### src/rtl/umi_isolate_drain.sv
// Packet-aware UMI isolation gate: on request, blocks new packets, lets in-flight
// packets reach EOM (or a timeout), then clamps every channel and acknowledges.

module umi_isolate_drain_lane #(
  parameter int CW     = 32,
  parameter int AW     = 64,
  parameter int DW     = 256,
  parameter int EOMBIT = 22
) (
  input  logic          clk,
  input  logic          nreset,
  input  logic          blocked,
  input  logic          clr,
  input  logic          in_valid,
  input  logic [CW-1:0] in_cmd,
  input  logic [AW-1:0] in_dstaddr,
  input  logic [AW-1:0] in_srcaddr,
  input  logic [DW-1:0] in_data,
  output logic          in_ready,
  output logic          out_valid,
  output logic [CW-1:0] out_cmd,
  output logic [AW-1:0] out_dstaddr,
  output logic [AW-1:0] out_srcaddr,
  output logic [DW-1:0] out_data,
  input  logic          out_ready,
  output logic          in_pkt_nxt
);
  logic in_pkt;
  logic accept;

  assign in_ready    = ~blocked & out_ready;
  assign out_valid   = ~blocked & in_valid;
  assign out_cmd     = blocked ? '0 : in_cmd;
  assign out_dstaddr = blocked ? '0 : in_dstaddr;
  assign out_srcaddr = blocked ? '0 : in_srcaddr;
  assign out_data    = blocked ? '0 : in_data;

  assign accept     = in_valid & in_ready;
  assign in_pkt_nxt = accept ? ~in_cmd[EOMBIT] : in_pkt;

  always_ff @(posedge clk or negedge nreset)
    if (!nreset) in_pkt <= 1'b0;
    else         in_pkt <= clr ? 1'b0 : in_pkt_nxt;
endmodule

module umi_isolate_drain #(
  parameter int CH      = 2,
  parameter int CW      = 32,
  parameter int AW      = 64,
  parameter int DW      = 256,
  parameter int EOMBIT  = 22,
  parameter int TIMEOUT = 1024,
  parameter int ISO     = 1
) (
  input  logic             clk,
  input  logic             nreset,
  input  logic             isolate_req,
  output logic             isolate_ack,
  output logic             isolate_err,
  input  logic [CH-1:0]    umi_in_valid,
  input  logic [CH*CW-1:0] umi_in_cmd,
  input  logic [CH*AW-1:0] umi_in_dstaddr,
  input  logic [CH*AW-1:0] umi_in_srcaddr,
  input  logic [CH*DW-1:0] umi_in_data,
  output logic [CH-1:0]    umi_in_ready,
  output logic [CH-1:0]    umi_out_valid,
  output logic [CH*CW-1:0] umi_out_cmd,
  output logic [CH*AW-1:0] umi_out_dstaddr,
  output logic [CH*AW-1:0] umi_out_srcaddr,
  output logic [CH*DW-1:0] umi_out_data,
  input  logic [CH-1:0]    umi_out_ready
);
  if (ISO != 0) begin : g_iso
    localparam int CNTW = (TIMEOUT > 1) ? $clog2(TIMEOUT) : 1;
    localparam logic [CNTW-1:0] TLAST = CNTW'((TIMEOUT > 0) ? TIMEOUT - 1 : 0);

    typedef enum logic [1:0] {OPEN, DRAIN, ISOLATED} state_t;
    state_t          state;
    logic [CNTW-1:0] cnt;
    logic [CH-1:0]   blocked;
    logic [CH-1:0]   in_pkt_nxt;
    logic            tmo_hit;
    logic            clr;

    assign tmo_hit = (TIMEOUT != 0) && (cnt == TLAST);
    // Completion beats a coincident timeout, so truncation only fires when a channel stays busy.
    assign clr     = (state == DRAIN) & isolate_req & (|in_pkt_nxt) & tmo_hit;

    for (genvar c = 0; c < CH; c++) begin : g_lane
      assign blocked[c] = (state == ISOLATED) | ((state == DRAIN) & ~in_pkt_nxt_q(c));
      umi_isolate_drain_lane #(.CW(CW), .AW(AW), .DW(DW), .EOMBIT(EOMBIT)) u_lane (
        .clk         (clk),
        .nreset      (nreset),
        .blocked     (blocked[c]),
        .clr         (clr),
        .in_valid    (umi_in_valid[c]),
        .in_cmd      (umi_in_cmd[c*CW +: CW]),
        .in_dstaddr  (umi_in_dstaddr[c*AW +: AW]),
        .in_srcaddr  (umi_in_srcaddr[c*AW +: AW]),
        .in_data     (umi_in_data[c*DW +: DW]),
        .in_ready    (umi_in_ready[c]),
        .out_valid   (umi_out_valid[c]),
        .out_cmd     (umi_out_cmd[c*CW +: CW]),
        .out_dstaddr (umi_out_dstaddr[c*AW +: AW]),
        .out_srcaddr (umi_out_srcaddr[c*AW +: AW]),
        .out_data    (umi_out_data[c*DW +: DW]),
        .out_ready   (umi_out_ready[c]),
        .in_pkt_nxt  (in_pkt_nxt[c])
      );
    end

    // Blocking must look at the registered packet flag, not the next-state value,
    // otherwise the gate would feed back on itself.
    logic [CH-1:0] in_pkt_q;
    always_ff @(posedge clk or negedge nreset)
      if (!nreset) in_pkt_q <= '0;
      else         in_pkt_q <= clr ? '0 : in_pkt_nxt;

    function automatic logic in_pkt_nxt_q(input int idx);
      return in_pkt_q[idx];
    endfunction

    always_ff @(posedge clk or negedge nreset)
      if (!nreset) begin
        state       <= OPEN;
        cnt         <= '0;
        isolate_ack <= 1'b0;
        isolate_err <= 1'b0;
      end else begin
        case (state)
          OPEN: begin
            cnt <= '0;
            if (isolate_req) begin
              state       <= DRAIN;
              isolate_err <= 1'b0;
            end
          end
          DRAIN: begin
            cnt <= cnt + 1'b1;
            if (!isolate_req) begin
              state <= OPEN;
            end else if (~|in_pkt_nxt) begin
              state       <= ISOLATED;
              isolate_ack <= 1'b1;
            end else if (tmo_hit) begin
              state       <= ISOLATED;
              isolate_ack <= 1'b1;
              isolate_err <= 1'b1;
            end
          end
          ISOLATED: begin
            if (!isolate_req) begin
              state       <= OPEN;
              isolate_ack <= 1'b0;
            end
          end
          default: begin
            state       <= OPEN;
            isolate_ack <= 1'b0;
          end
        endcase
      end
  end else begin : g_pass
    assign umi_out_valid   = umi_in_valid;
    assign umi_out_cmd     = umi_in_cmd;
    assign umi_out_dstaddr = umi_in_dstaddr;
    assign umi_out_srcaddr = umi_in_srcaddr;
    assign umi_out_data    = umi_in_data;
    assign umi_in_ready    = umi_out_ready;
    assign isolate_err     = 1'b0;

    always_ff @(posedge clk or negedge nreset)
      if (!nreset) isolate_ack <= 1'b0;
      else         isolate_ack <= isolate_req;
  end
endmodule

### config.mk
export PLATFORM = sky130hd
export DESIGN_NAME = umi_isolate_drain
export DESIGN_NICKNAME = d
export VERILOG_FILES = /design/src/rtl/umi_isolate_drain.sv
export SDC_FILE = /design/constraint.sdc
export NUM_CORES = 1
export LEC_CHECK = 0
export ABC_AREA = 1
export BUFFER_PORTS_ARGS = -buffer_cell sky130_fd_sc_hd__buf_2
export CELL_PAD_IN_SITES_DETAIL_PLACEMENT = 1
export CELL_PAD_IN_SITES_GLOBAL_PLACEMENT = 2
export CORE_AREA = 2 2 646 648
export CTS_BUF_LIST = sky130_fd_sc_hd__clkbuf_8 sky130_fd_sc_hd__clkbuf_16
export DETAILED_ROUTE_END_ITERATION = 8
export DIE_AREA = 0 0 648 650
export MAX_ROUTING_LAYER = met4
export PLACE_DENSITY = 0.32
export SLEW_MARGIN = 20
export SYNTH_ARGS = -nofsm -noshare
export SYNTH_HDL_FRONTEND = slang
export SYNTH_SLANG_ARGS = --single-unit
### constraint.sdc
create_clock -name clk -period 4.33 [get_ports clk]
set_input_delay 0.2165 -clock clk [delete_from_list [all_inputs] [get_ports clk]]
set_output_delay 0.2165 -clock clk [all_outputs]
set_load 0.01 [all_outputs]
==> results by group <==
Run status
  • Status: finished, final reports clean

Power and ir drop
  • P_leak: around 13 nW
  • Peak VDD IR: between 300 and 400 uV
  • Pwr Density: between 500 and 600 mW/mm^2

Die
  • Die Width: between 600 and 700 um
  • CORE AREA: 0.4149 mm^2
  • Die area: between 0.4 and 0.5 mm^2
  • Ports: 1,677
  • Cell row count: roughly 240
  • Die Y: roughly 650 um
  • Starting density of the core: approximately 1.9%

Timing
  • Fmax: about 310 MHz
  • Slew @ Worst Pin: about 0.77 ns
  • Fin Hold WS: about 0.31 ns
  • RSZ-0062 raised after global routing: no
  • Fin worst setup slack: ~1.1 ns
  • Final setup violation count: 0
  • Setup Skew: between 0.002 and 0.003 ns
  • Setup TNS: 0 ns
  • Slew Limit Fails: 0
  • Final period utilization: between 70% and 80%
  • Post-layout min period: between 3 and 4 ns
  • Final Hold Fails: 0
  • Relative slew slack: about half

GRT
  • Antenna violations before repair: approximately 580
  • First-pass GRT wire length: 361,400 um
  • Largest net degree at the start of global routing: 160
  • Vias in the first global route: between 15,000 and 20,000
  • GR Util met3: under 10%
  • Gr busiest metal: met2
  • Met2 capacity usage during global routing: a little under a quarter
  • M1 GR Usage: between 10% and 20%
  • All-Layer GR Usage: 14.84%
  • GR Overflow Total: 0

Placement
  • Area after DPL: roughly 0.023 mm^2
  • Final HPWL DP: 307,600 um
  • Global placer's final weighted congestion: between 0.9 and 1
  • Number of placed cells counting well taps: about 9,000
  • Pre-CTS worst setup slack: around 1.1 ns
  • PortBufs: approximately 1,700

Finish
  • Sequential cell area: about 400 um^2
  • Post-Layout Cell Count: about 9,100
  • P&R area growth vs syn: 190.4%
  • # nets final: 4,313
  • Most common cell after layout, fill and taps aside: buf_2
  • Multi-input gate area: approximately 0.0035 mm^2
  • Fin area: ~0.023 mm^2
  • # fillers: a little over 50,000
  • Fraction of layout cells with a size suffix above 1: 48.83%
  • Commonest cells after routing, fill and taps aside: 1,676 x buf_2, 854 x inv_1, 844 x nor2_1, 28 x nand2_1, 16 x dfrtp_1

Critical path
  • Crit Path Max Fanout: around 110
  • WP data arrival: approximately 3 ns
  • CP Launch Type: flip-flop
  • CP endpoint kind: output port
  • Crit Path Category: flip-flop to output port
  • Critical path data required time: around 4.1 ns

CTS
  • Clock-pin slew on the worst setup and hold paths: 0.05 ns
  • CTS Buf Count: 3
  • CTS tree: yes
  • Clock latency at the later pin of the worst-skew pair: roughly 0.25 ns
  • Max Root-Sink Buffers: 2
  • Htree depth: 1
  • Sink Count: 16
  • Root buf cell: clkbuf_16
  • Number of post-CTS setup repair buffers: 0

Drt
  • DRT Wirelength: between 300,000 and 400,000 um
  • Vias per Instance: approximately 2.2
  • DRC Markers: 0
  • Vias: a little over 20,000
  • Post-route ant nets: 0
  • Starting DRC count in detailed routing: ~1,000
  • DR pass1 iterations: 6
  • WL/cell: 34.96 um

Synthesis
  • Mapped Area: slightly below 0.008 mm^2
  • Syn nets: 2,717
  • Synthesized netlist cell count: approximately 1,900
  • #FFs+latches synth: 16
  • Synth warnings: 0
  • Register area share after synthesis: 5.083%
  • Number of library cell types mapped by synthesis: 24
  • Syn_area_per_cell: 4.196 um^2

Flow run
  • Max_cap viols: 0

Min path
  • Worst Hold Class: input pin to flip-flop
[sequential cells by signal (all words and copies together) (netlist names)]
name and flops:
g_iso.state 2, isolate_err 1, g_iso.cnt 10, isolate_ack 1, g_iso.in_pkt_q 2
[layer usage]
| metal | vias to the layer above | routed length (um) |
|---|---|---|
| met5 | - | 0 |
| met4 | 0 | 8330 |
| met3 | 976 | 47780 |
| met2 | 2125 | 139600 |
| met1 | 9031 | 121000 |
| li1 | 8039 | - |
[power breakdown]
group | switching [mW] | internal (mW)
combinational | 9.69 | 2.92
clock | 0.0627 | 0.122
sequential | 0.0417 | 0.181
total | 9.80 | 3.22
[synthesized netlist by cell type (all sizes together)]
master	count	area, um^2
nor3	4	25.02
nand3	6	30.03
ha	1	12.51
dfrtp	16	400.4
nand2	31	123.9
o21ai	4	20.01
nand4	3	18.77
a21oi	7	35.03
nor2	845	3179
o22ai	2	12.51
nor3b	1	7.510
a21boi	1	7.510
buf	85	715.7
inv	854	3206
nand3b	3	22.52
a22o	1	8.760
a31oi	1	6.260
clkbuf	12	45.04
[per-stage QoR]
stage	util (%)	power [mW]
after CTS	5.457	13.39
after global routing	5.493	14.28
after detailed placement	5.437	13.16
final	5.513	13.02
after floorplan	-	4.977
after global placement	5.437	13.12
[worst max-delay path: stages (launching register included)]
cell     delay (ns)
dfrtp_1        0.60
inv_1          0.21
nand3_1        0.26
nand2_8        0.45
buf_12         0.39
nor2_1         0.39
buf_2          0.32
[worst paths after layout]
check | slack, ns | cells past startpoint | endpoint | from
worst max-delay path | 1.13 | 6 | umi_out_data[505] | g_iso.state[1]
worst min-delay path | 0.31 | 3 | g_iso.state[0] | isolate_req
worst max register to register | 1.88 | 11 | isolate_ack | g_iso.state[1]
worst min register to register | 0.50 | 2 | isolate_ack | isolate_ack
max in group asynchronous | 3.54 | 2 | g_iso.cnt[8] | nreset
min in group asynchronous | 0.50 | 2 | g_iso.cnt[5] | nreset
[final cells by class]
| cell class | count | area share [%] |
|---|---|---|
| Antenna cell | 93 | 1.018 |
| Clock buffer | 3 | 0.3282 |
| Inverter | 854 | 14.02 |
| Multi-Input combinational cell | 910 | 15.47 |
| Sequential cell | 16 | 1.751 |
| Tap cell | 5497 | 30.07 |
| Timing Repair Buffer | 1688 | 37.35 |
[timing repair]
item                                    in CTS  in global routing
endpoints found under the setup margin       0                  0
hold buffers                                 1                  0
hold endpoints to repair                    16                  0
gates resized for setup                      0                  0
[logic make-up after synthesis]
kind of cell,share of synthesized area [%]
buffers and inverters,50.36
AND/OR/NAND/NOR,43.26
AO/OA/AOI/OAI,1.144
flip-flops,5.083
adder cells (fa/ha/maj),0.1588
(Power assumes the default switching activity.)
